### src/rtl/gate_reduce_pipe_if.sv
// Bus bundle for gate_reduce_pipe: input beat channel and reduced-output channel.
// A beat moves on a channel in any cycle where valid && ready; the sender must hold
// valid and its payload steady until that cycle, and ready may depend on valid.
interface gate_reduce_pipe_if #(
    parameter int NCH = 4,
    parameter int W   = 12
);
    logic             in_valid;
    logic             in_ready;
    logic [NCH*W-1:0] in_data;
    logic [1:0]       in_mode;
    logic             out_valid;
    logic             out_ready;
    logic [NCH-1:0]   out_bits;
    logic [NCH-1:0]   out_trunc;

    modport master (
        output in_valid, in_data, in_mode, out_ready,
        input  in_ready, out_valid, out_bits, out_trunc
    );

    modport slave (
        input  in_valid, in_data, in_mode, out_ready,
        output in_ready, out_valid, out_bits, out_trunc
    );
endinterface

### src/rtl/gate_reduce_pipe.sv
// Two-stage valid/ready pipeline reducing NCH packed W-bit channels to one bit each,
// with per-channel truncation flags and a saturating count of truncating output beats.
module gate_reduce_pipe #(
    parameter int NCH   = 4,
    parameter int W     = 12,
    parameter int CNT_W = 16
) (
    input  logic              clk,
    input  logic              rst,
    gate_reduce_pipe_if.slave bus,
    input  logic              sticky_clr,
    output logic [CNT_W-1:0]  trunc_count
);
    typedef enum logic [1:0] {
        MODE_OR     = 2'd0,
        MODE_NAND   = 2'd1,
        MODE_STICKY = 2'd2,
        MODE_XOR    = 2'd3
    } mode_e;

    logic             s1_valid_q, s1_valid_d;
    logic [NCH*W-1:0] s1_data_q, s1_data_d;
    mode_e            s1_mode_q, s1_mode_d;
    logic             out_valid_q, out_valid_d;
    logic [NCH-1:0]   out_bits_q, out_bits_d;
    logic [NCH-1:0]   out_trunc_q, out_trunc_d;
    logic [NCH-1:0]   st_q, st_d;
    logic [CNT_W-1:0] trunc_count_q, trunc_count_d;

    logic             s2_adv;
    logic             s1_adv;
    logic             in_ready_int;
    logic             in_fire;
    logic [NCH-1:0]   res;
    logic [NCH-1:0]   trunc;

    always_comb begin
        s2_adv       = !out_valid_q || bus.out_ready;
        s1_adv       = s1_valid_q && s2_adv;
        in_ready_int = !s1_valid_q || s2_adv;
        in_fire      = bus.in_valid && in_ready_int;
    end

    // Reduction of the stage-1 beat; sticky mode folds in the pre-edge sticky state.
    always_comb begin
        res   = '0;
        trunc = '0;
        for (int c = 0; c < NCH; c++) begin
            case (s1_mode_q)
                MODE_OR:     res[c] = |s1_data_q[c*W +: W];
                MODE_NAND:   res[c] = ~&s1_data_q[c*W +: W];
                MODE_STICKY: res[c] = (|s1_data_q[c*W +: W]) | st_q[c];
                default:     res[c] = ^s1_data_q[c*W +: W];
            endcase
            trunc[c] = |s1_data_q[c*W+1 +: W-1];
        end
    end

    always_comb begin
        s1_valid_d    = s1_valid_q;
        s1_data_d     = s1_data_q;
        s1_mode_d     = s1_mode_q;
        out_valid_d   = out_valid_q;
        out_bits_d    = out_bits_q;
        out_trunc_d   = out_trunc_q;
        st_d          = st_q;
        trunc_count_d = trunc_count_q;

        if (in_fire) begin
            s1_valid_d = 1'b1;
            s1_data_d  = bus.in_data;
            s1_mode_d  = mode_e'(bus.in_mode);
        end else if (s1_adv) begin
            s1_valid_d = 1'b0;
        end

        if (s2_adv) begin
            out_valid_d = s1_valid_q;
        end
        if (s1_adv) begin
            out_bits_d  = res;
            out_trunc_d = trunc;
        end

        // Clear wins over a same-cycle sticky update.
        if (sticky_clr) begin
            st_d = '0;
        end else if (s1_adv && s1_mode_q == MODE_STICKY) begin
            st_d = res;
        end

        if (out_valid_q && bus.out_ready && (|out_trunc_q) && (trunc_count_q != '1)) begin
            trunc_count_d = trunc_count_q + 1'b1;
        end
    end

    always_ff @(posedge clk or posedge rst) begin
        if (rst) begin
            s1_valid_q    <= 1'b0;
            s1_data_q     <= '0;
            s1_mode_q     <= MODE_OR;
            out_valid_q   <= 1'b0;
            out_bits_q    <= '0;
            out_trunc_q   <= '0;
            st_q          <= '0;
            trunc_count_q <= '0;
        end else begin
            s1_valid_q    <= s1_valid_d;
            s1_data_q     <= s1_data_d;
            s1_mode_q     <= s1_mode_d;
            out_valid_q   <= out_valid_d;
            out_bits_q    <= out_bits_d;
            out_trunc_q   <= out_trunc_d;
            st_q          <= st_d;
            trunc_count_q <= trunc_count_d;
        end
    end

    assign bus.in_ready  = in_ready_int;
    assign bus.out_valid = out_valid_q;
    assign bus.out_bits  = out_bits_q;
    assign bus.out_trunc = out_trunc_q;
    assign trunc_count   = trunc_count_q;
endmodule

### src/flat_wrapper.sv
// flat-port wrapper written by rule: the top's interface ports become plain ports
module gate_reduce_pipe_flat 
#(
    parameter int NCH   = 4,
    parameter int W     = 12,
    parameter int CNT_W = 16
)
  (clk, rst, sticky_clr, trunc_count, bus_in_valid, bus_in_data, bus_in_mode, bus_out_ready, bus_in_ready, bus_out_valid, bus_out_bits, bus_out_trunc);
  gate_reduce_pipe_if #(.NCH(NCH), .W(W)) bus_i ();
  input  logic clk;
  input  logic rst;
  input  logic sticky_clr;
  output logic [CNT_W-1:0] trunc_count;
  input wire logic [$bits(bus_i.in_valid)-1:0] bus_in_valid;
  input wire logic [$bits(bus_i.in_data)-1:0] bus_in_data;
  input wire logic [$bits(bus_i.in_mode)-1:0] bus_in_mode;
  input wire logic [$bits(bus_i.out_ready)-1:0] bus_out_ready;
  output wire logic [$bits(bus_i.in_ready)-1:0] bus_in_ready;
  output wire logic [$bits(bus_i.out_valid)-1:0] bus_out_valid;
  output wire logic [$bits(bus_i.out_bits)-1:0] bus_out_bits;
  output wire logic [$bits(bus_i.out_trunc)-1:0] bus_out_trunc;
  assign bus_i.in_valid = bus_in_valid;
  assign bus_i.in_data = bus_in_data;
  assign bus_i.in_mode = bus_in_mode;
  assign bus_i.out_ready = bus_out_ready;
  assign bus_in_ready = bus_i.in_ready;
  assign bus_out_valid = bus_i.out_valid;
  assign bus_out_bits = bus_i.out_bits;
  assign bus_out_trunc = bus_i.out_trunc;
  gate_reduce_pipe #(.NCH(NCH), .W(W), .CNT_W(CNT_W)) u_core (.clk(clk), .rst(rst), .bus(bus_i), .sticky_clr(sticky_clr), .trunc_count(trunc_count));
endmodule
### config.mk
export PLATFORM = sky130hd
export DESIGN_NAME = gate_reduce_pipe_flat
export DESIGN_NICKNAME = d
export VERILOG_FILES = /design/src/rtl/gate_reduce_pipe_if.sv /design/src/rtl/gate_reduce_pipe.sv /design/src/flat_wrapper.sv
export SDC_FILE = /design/constraint.sdc
export NUM_CORES = 1
export LEC_CHECK = 0
export ABC_CLOCK_PERIOD_IN_PS = 2700
export BUFFER_PORTS_ARGS = -buffer_cell sky130_fd_sc_hd__buf_2
export CORE_MARGIN = 3
export CORE_UTILIZATION = 55
export DETAILED_ROUTE_END_ITERATION = 6
export HOLD_SLACK_MARGIN = 0.03
export PLACE_DENSITY = 0.79
export SYNTH_ARGS = -nofsm -noshare
export SYNTH_HDL_FRONTEND = slang
export SYNTH_SLANG_ARGS = --single-unit
### constraint.sdc
create_clock -name clk -period 2.7 [get_ports clk]
set_clock_uncertainty 0.15 [all_clocks]
set_input_delay 0.27 -clock clk [delete_from_list [all_inputs] [get_ports clk]]
set_output_delay 0.27 -clock clk [all_outputs]
set_load 0.01 [all_outputs]
==> flow_summary.yaml <==
pwr:
  p_int_mw: 2.493
  fin_total_pwr_mw: 3.575
  pwr-share-comb_pct: 29.7
  switchingPower_mw: 1.082
  p_per_area_nw_per_um2: 628.1
  ir_drop_mv: 0.3795
  leakage_nw: 2.804
  clkPwrFrac_pct: 25.5
  power_frac_seq_pct: 44.8
  switching_share_pct: 30.27
sta:
  slew_violations: 0
  fmax_mhz: 490.2
  worst_pin_slew_ns: 0.8653
  rsz0062_at_grt: "false"
  hold_viol_final: 0
  setup_slack_ns: 0.6599
  fin_crit_sh_pct: 75.56
  setup_viol: 0
  fin_setup_tns_ns: 0
  max-slew-margin-rel_pct: 42.24
  final.min_clock_period_ns: 2.040
logic_synthesis:
  yosysWarnings: 0
  synth_cell_types: 32
  syn_inst: 389
  seq_area_frac_synth_pct: 45.30
  synthesis.area_um2: 4419
  syn_avg_cell_area_um2: 11.36
  postSynthRegisterBits: 80
  syn_nets: 493
placed_design:
  io_buffers: 80
  detailed_place_hpwl_mm: 6.551
  dpl_cell_area_um2: 4956
  gp_congestion: 0.8362
  dp_slack_ns: 0.6920
grt:
  grt_pass1_vias: 3488
  grt_first_pass_wirelength_mm: 15.96
  grt.overflow.total: 0
  antenna_found_initial: 0
  grt.total_usage_pct: 22.75
  grt_start_max_net_pins: 51
finish:
  stdcell_area_um2: 5692
  area_growth_syn_to_layout_pct: 28.79
  drive_above_1_share_pct: 30.26
  post-route-util_pct: 73.28
  num_antenna_cells: 0
  final_nets: 632
floorplanning:
  start_util_pct: 56.89
  core_um2: 7767
  die_area_um2: 9147
  num_rows: 32
  die_width_um: 95.64
  ios: 81
  die_height_um: 95.64
job:
  drv_cap: 0
clock_tree:
  h-tree-depth: 3
  cts.path.max_buffers: 2
  cts_tree: "built"
  cts_buffers: 9
  clk_pin_slew_ns: 0.08
  cts_root_buffer: "clkbuf_8"
  ctsHoldBuffers: 53
  postCtsSetupBuffers: 0
  clock_latency_ns: 0.35
  clock-sinks: 80
  cts_resized: 0
setup_path:
  r2r-start: "u_core.trunc_count[0]"
  required_ns: 2.79
  crit_path_end_kind: "flip-flop"
  crit_arrival_ns: 2.13
  r2r_cells: 6
  crit_start: "u_core.trunc_count[0]"
  crit_fanout: 11
  critPathKind: "flip-flop to flip-flop"
  start_kind: "flip-flop"
detailed_routing:
  vias_per_cell: 5.249
  met2WireLength_mm: 4.827
  postRouteAntennaNets: 0
  dr_wl_met3_um: 605
  route.detailed.drc: 0
  wirelength_mm: 9.450
  drtIter0Drc: 154
  firstDrtPassIters: 4
  vias: 3328
  wl_per_cell_um: 14.91
  wl_met1_mm: 3.884
  maxUsedRoutingLayer: "met4"
status:
  status: "completed"
worst_hold_path:
  hold_path_class: "input port to flip-flop"
  min_from: "bus_out_ready"
  min_path_cells: 4
-- critical path, cell delays in order (launching register included) --
cell and delay [ns]:
dfrtp_1 0.45, ha_1 0.25, nand4_1 0.15, nor4_1 0.34, buf_4 0.24, nor2_1 0.08
mux2_2 0.27
-- power by group through the flow --
stage / clock network, mW / registers, mW / logic, mW
after global placement: 0 / 1.60 / 0.957
final: 0.911 / 1.60 / 1.06
after global routing: 0.990 / 1.63 / 1.18
after detailed placement: 0 / 1.62 / 0.997
after floorplan: 0 / 1.59 / 0.730
after CTS: 0.926 / 1.60 / 1.07
-- area by class of cell --
class / count / area (µm²)
flip-flops and latches: 80 / 2002
multi-input cells: 249 / 2187
repair buffers: 138 / 980.9
well taps: 102 / 127.6
inverters: 50 / 188.9
fillers: 556 / 2076
clock buffers: 12 / 165.2
clock inverters: 3 / 40.04
-- stage by stage --
| step | cells | hold slack, ns |
|---|---|---|
| finish | 634 | 0.2113 |
| global route | 634 | 0.2405 |
| CTS | 634 | 0.1919 |
| detailed placement | 566 | 0.3121 |
| global placement | 566 | 0.3048 |
| floorplan | 389 | 0.1868 |
-- synthesized netlist by cell type --
library cell	number	area share, %
nand4_2	1	0.28
nor4_1	17	2.4
o21ai_0	4	0.45
a21oi_1	4	0.45
or3_1	1	0.14
or2_2	4	0.57
clkbuf_1	4	0.34
and4_1	1	0.20
a211oi_1	8	1.4
dfrtp_1	80	45
xor2_1	18	3.6
nor3b_1	2	0.34
nand3_1	8	0.91
nor2b_1	2	0.28
mux2_2	51	13
inv_1	50	4.2
nand3_2	1	0.23
o21a_1	4	0.68
nand2_1	20	1.7
xnor3_1	4	2.0
xnor2_1	9	1.8
nand4_1	13	1.8
nand3b_1	1	0.17
buf_2	6	0.68
nand2b_1	1	0.14
nor4b_2	1	0.34
a31oi_1	4	0.57
nor3_1	4	0.45
nor2_1	15	1.3
or4_4	1	0.25
ha_1	49	14
and3_1	1	0.14
-- registers in the layout, summed over array words and instances, names as in the netlist --
signal,flops
u_core.bus.out_bits,4
u_core.bus.out_valid,1
u_core.s1_data_q,48
u_core.s1_mode_q,2
u_core.bus.out_trunc,4
u_core.trunc_count,16
u_core.s1_valid_q,1
u_core.st_q,4
-- logic make-up after synthesis --
family,after synthesis,share of synthesized area (%)
xor gates and xnor gates,31,7.390
muxes,51,13.00
adders and majority gates,49,13.87
buffers and inverters,60,5.266
AOI/OAI and AO/OA,24,3.511
and+or+nand+nor,94,11.66
DFF,80,45.30
-- cells in the final DEF (no fill, tap or decap), types with 3 or more instances in the layout --
cell            n
buf_2          80
xor2_1         18
a21oi_1         4
dlygate4sd3_1  53
nor4_1         17
xnor3_1         4
ha_1           49
nand2_1        19
a211oi_1        8
nor2_1         15
o21a_1          4
nand4_1        13
or2_2           4
inv_1          49
nand3_1         8
mux2_2         51
dfrtp_1        80
clkbuf_8       12
nor3_1          4
buf_4           4
a31oi_1         4
xnor2_1         9
o21ai_0         4
clkinv_2        3
-- path summary, 6_finish.rpt --
kind,endpoint,slack (ns)
max in group asynchronous,u_core.s1_data_q[33],1.29
hold / removal,u_core.s1_valid_q,0.21
min in group asynchronous,u_core.trunc_count[4],0.46
setup reg to reg,u_core.trunc_count[1],0.66
hold reg to reg,u_core.trunc_count[15],0.35
setup / recovery,u_core.trunc_count[1],0.66
-- metal layers --
| layer | up-vias | track usage, % |
|---|---|---|
| met1 | 1610 | 28.49 |
| met5 | - | 0 |
| met4 | 0 | 7.109 |
| li1 | 1607 | - |
| met3 | 12 | 4.972 |
| met2 | 99 | 39.14 |
Power figures use the tool's default switching activity.
